## src/rtl/gray_skid_fifo.sv

```systemverilog
// Two-entry valid/ready FIFO; in_ready_o depends only on registered occupancy.
module gray_skid_fifo #(
  parameter int unsigned Width = 4
) (
  input  logic             clk_i,
  input  logic             rst_ni,
  input  logic             in_valid_i,
  output logic             in_ready_o,
  input  logic [Width-1:0] in_data_i,
  output logic             out_valid_o,
  input  logic             out_ready_i,
  output logic [Width-1:0] out_data_o
);

  logic [Width-1:0] mem_q [2];
  logic             wr_ptr_q, rd_ptr_q;
  logic [1:0]       count_q;
  logic             push, pop;

  always_comb begin
    in_ready_o  = (count_q != 2'd2);
    out_valid_o = (count_q != 2'd0);
    out_data_o  = mem_q[rd_ptr_q];
    push        = in_valid_i && in_ready_o;
    pop         = out_valid_o && out_ready_i;
  end

  always_ff @(posedge clk_i or negedge rst_ni) begin
    if (!rst_ni) begin
      mem_q[0] <= '0;
      mem_q[1] <= '0;
      wr_ptr_q <= 1'b0;
      rd_ptr_q <= 1'b0;
      count_q  <= 2'd0;
    end else begin
      if (push) begin
        mem_q[wr_ptr_q] <= in_data_i;
        wr_ptr_q        <= ~wr_ptr_q;
      end
      if (pop) begin
        rd_ptr_q <= ~rd_ptr_q;
      end
      unique case ({push, pop})
        2'b10:   count_q <= count_q + 2'd1;
        2'b01:   count_q <= count_q - 2'd1;
        default: count_q <= count_q;
      endcase
    end
  end

endmodule

```

## config.mk

```make
export PLATFORM = sky130hd
export DESIGN_NAME = gray_skid_fifo
export DESIGN_NICKNAME = d
export VERILOG_FILES = /design/src/rtl/gray_skid_fifo.sv
export SDC_FILE = /design/constraint.sdc
export NUM_CORES = 1
export LEC_CHECK = 0
export CAP_MARGIN = 30
export CORE_AREA = 2 2 39 41
export DETAILED_ROUTE_END_ITERATION = 8
export DIE_AREA = 0 0 41 43
export PLACE_DENSITY = 0.67
export SLEW_MARGIN = 25
export SYNTH_ARGS = -nofsm -noshare
export SYNTH_HDL_FRONTEND = slang
export SYNTH_SLANG_ARGS = --single-unit
```

## constraint.sdc

```tcl
create_clock -name clk_i -period 2.1 [get_ports clk_i]
set_input_delay 0.42 -clock clk_i [delete_from_list [all_inputs] [get_ports clk_i]]
set_output_delay 0.42 -clock clk_i [all_outputs]
set_load 0.02 [all_outputs]
```

==> results.md <==
- After legalization and detailed placement, the total HPWL measured 745 um.
- Counting the fill cells in the layout gives 119.
- The growth of design area from synthesis to finish is 30.9%.
- The number of buffers inserted by port buffering is 13.
- The first-pass GRT wire length is 1570 um.
- The worst hold margin is 494 ps.
- The number of warning messages in the yosys log is 0.
- The flow ran to the end, and the final reports show no timing, DRC or antenna violations.
- The share of total power dissipated in the clock network is 14.1%.
- Measured against its own limit, the worst slew margin works out to 64.6%.
- After layout, the worst path uses 95.6% of the clock period.
- Across all layers, the routed design uses 338 vias.
- Once placement finished, the instance area stood at 711 um2.
- The floorplan step set the die width to 41 um.
- For this run, the detailed router's first-pass iteration total came to 1.
- The setup slack at placement is 329 ps.
- The via count of the first global-routing pass came to 392.
- The leakage power summed over all cells is 0.325 nW.
- The sort of element at the end of the critical path is an output pin.
- The proportion of power drawn by flip-flops and latches is 34.9%.
- Summed over all nets, the switching power comes to 0.432 mW.
- The number of nets still failing antenna checks after routing is 0.
- The fraction of final layout cells sized beyond drive strength 1 is 37.0%.
- The die covers 0.00176 mm2.
- Ranked by total cell area, the synthesized netlist is headed by sky130_fd_sc_hd__dfrtp_1, sky130_fd_sc_hd__mux2_2, sky130_fd_sc_hd__mux2_4, sky130_fd_sc_hd__xnor2_1, sky130_fd_sc_hd__xor2_1.
- The final layout contains routed wiring with a total length of 999 um.
- Cells fill 54.1% of the core in the end.
- The critical path class is reg2out.
- The final-report max-slew violation count is 0.
- Global routing used 13.9% of the available tracks.
- The portion of synthesized cell area occupied by the leading cell type is 52.5%.
- Adding up every negative setup slack in the final design gives 0 ps.
- The commonest cells after synthesis are sky130_fd_sc_hd__dfrtp_1, sky130_fd_sc_hd__mux2_2, sky130_fd_sc_hd__mux2_4.
- The total clock sinks is 12.
- The net count of the mapped netlist is 47.
- For this run, the top clock speed supported by timing is 498 MHz.
- The number of hold-repair buffers added at the cts stage is 0.
- The final critical path time including I/O delays and setup is 2010 ps.
- The largest vdd supply drop is 749 uV.
- The clock-pin slew on the worst setup and hold paths is 80 ps.
- The data arrival time of the critical path is 1590 ps.
- The number of antenna diodes in the final layout is 0.
- The congestion estimate from routability-driven global placement came to 0.773.
- The core region is 0.00138 mm2.
- The number of synthesized register bits is 12.
- At the pin with the least slew margin, the transition time is 529 ps.
- The worst register-to-register path has a setup slack of 470 ps.
- The clock root buffer is sky130_fd_sc_hd__clkbuf_4.
- Across the run, the number of max-cap violations was 0.
- Net switching is 33.4% of the power.
- The worst hold path class is in2async.
- In the post-synthesis netlist, the cell with the most instances is sky130_fd_sc_hd__dfrtp_1.
- The share of async-settable or async-resettable flops after synthesis is 100%.
- Synthesis produced 38 cells.
- The floorplan has 14 rows.
- During I/O placement, the number of pins put on the boundary was 14.
- In this run the worst path has a maximum fanout of 5.
- The number of nets in the finished design is 64.
- Dividing total power by cell area gives a power density of 1730 mW/mm2.
- The mean area per synthesized cell is 15.0 um2.
- Setup repair after global routing left no endpoint under its margin.
- The final hold violation count is 0.
- For this run the aggregate overflow at the end of global routing stands at 0.
- The total non-filler cell area in the finished layout is 748 um2.
- Data on the critical path is required at its endpoint by 1680 ps.
- The maximum number of pins on one net before global-route repair is 13.
- In the routed layout, each cell is associated on average with a via count of 4.83.
- The share of the Yosys chip area taken by registers is 52.5%.
- The largest buffer count on any clock path is 2.
- The vertical extent of the die is 43 um.
- STA classifies the critical path startpoint as a flop.
- The total clock buffers created by CTS is 3.
- In this run, distinct cell masters in the synthesized netlist total 14.
- The worst setup margin is 92.7 ps.
- The remaining design rule violation count is 0.
- Combinational cells account for 51.0% of the total power.
- The starting density of the core is 41.3%.
- The deepest level of the CTS H-tree is 1.
- The internal power of the cells totals 0.861 mW.
- TritonCTS built the clock tree.
- sky130_fd_sc_hd__dfrtp_1 takes more of the synthesized area than any other cell.
- The starting DRC count in detailed routing is 0.
- The clock reaches the later pin of the worst-skew pair after 270 ps.
- Between clock sinks in the finished design, the worst skew comes to 2.17 ps.
- The commonest register cell after synthesis is sky130_fd_sc_hd__dfrtp_1.
- The synthesized design contains 0 enable-type register cells.
- The initial antenna violation count is 0.
- The average wire length per cell after detail routing is 14.3 um.
- Setup violations remaining at the end of the flow were counted as 0.
- The netlist area before placement is 572 um2.
placed cells by master (no fill, tap or decap), drive strengths merged:
| master | count |
|---|---|
| and2 | 1 |
| nand2 | 1 |
| or2 | 1 |
| and3 | 1 |
| and3b | 1 |
| clkbuf | 4 |
| clkdlybuf4s50 | 13 |
| dfrtp | 12 |
| nor2 | 1 |
| xor2 | 2 |
| xnor2 | 3 |
| ha | 1 |
| nand2b | 1 |
| mux2 | 12 |
layout make-up:
class	count	area [um2]	area share, %
flip-flops and latches	12	302	40.3
repair buffers	13	130	17.4
multi-input cells	25	260	34.8
well taps	16	20.0	2.68
clock buffers	4	36.3	4.85
registers in the layout (all words and copies together), names as in the netlist:
signal    cells
mem_q         8
count_q       2
wr_ptr_q      1
rd_ptr_q      1
path summary, 6_finish.rpt:
kind,startpoint,end,cells past startpoint
worst min-delay path,rst_ni,mem_q[0],1
max in group asynchronous,rst_ni,rd_ptr_q,1
min in group clk_i,wr_ptr_q,wr_ptr_q,1
worst min register to register,wr_ptr_q,wr_ptr_q,1
worst max register to register,count_q[0],count_q[1],5
worst max-delay path,rd_ptr_q,out_data_o[0],2
power by group through the flow:
stage | Clock, mW | Sequential [mW] | Combinational, mW
after floorplan | 0 | 0.427 | 0.471
after global placement | 0 | 0.444 | 0.653
after detailed placement | 0 | 0.454 | 0.662
after CTS | 0.190 | 0.451 | 0.668
after global routing | 0.201 | 0.468 | 0.704
final | 0.182 | 0.451 | 0.660
timing repair:
action                     4_1_cts  5_1_grt
gates resized for setup          0        1
buffers inserted                 0        0
setup endpoints to repair        0        2
hold endpoints to repair         0        0
worst max-delay path: stages, from the launching register on:
cell and delay, ps:
sky130_fd_sc_hd__dfrtp_2 430, sky130_fd_sc_hd__mux2_2 350, sky130_fd_sc_hd__clkdlybuf4s50_1 540
cells by family (layout without fill, tap and decap cells):
group / Yosys count / in the layout / share of synthesized area [%]
mux: 12 / 12 / 26.3
fa+ha+maj: 1 / 1 / 2.19
buf+inv: 1 / 17 / 1.97
xor+xnor: 5 / 5 / 7.66
simple gates: 7 / 7 / 9.41
flops: 12 / 12 / 52.5
per-layer routing:
metal  track usage (%)  wire length [um]
met5                 0                 0
met4              10.0                 0
met3              3.66                53
met2              21.3               506
met1              15.5               438
metrics by stage:
step / instances / total power [mW]
after floorplan: 38 / 0.898
after detailed placement: 66 / 1.12
after global routing: 70 / 1.37
final: 70 / 1.29
after CTS: 70 / 1.31
after global placement: 66 / 1.10
No activity file was read; power rests on OpenSTA's default activity.
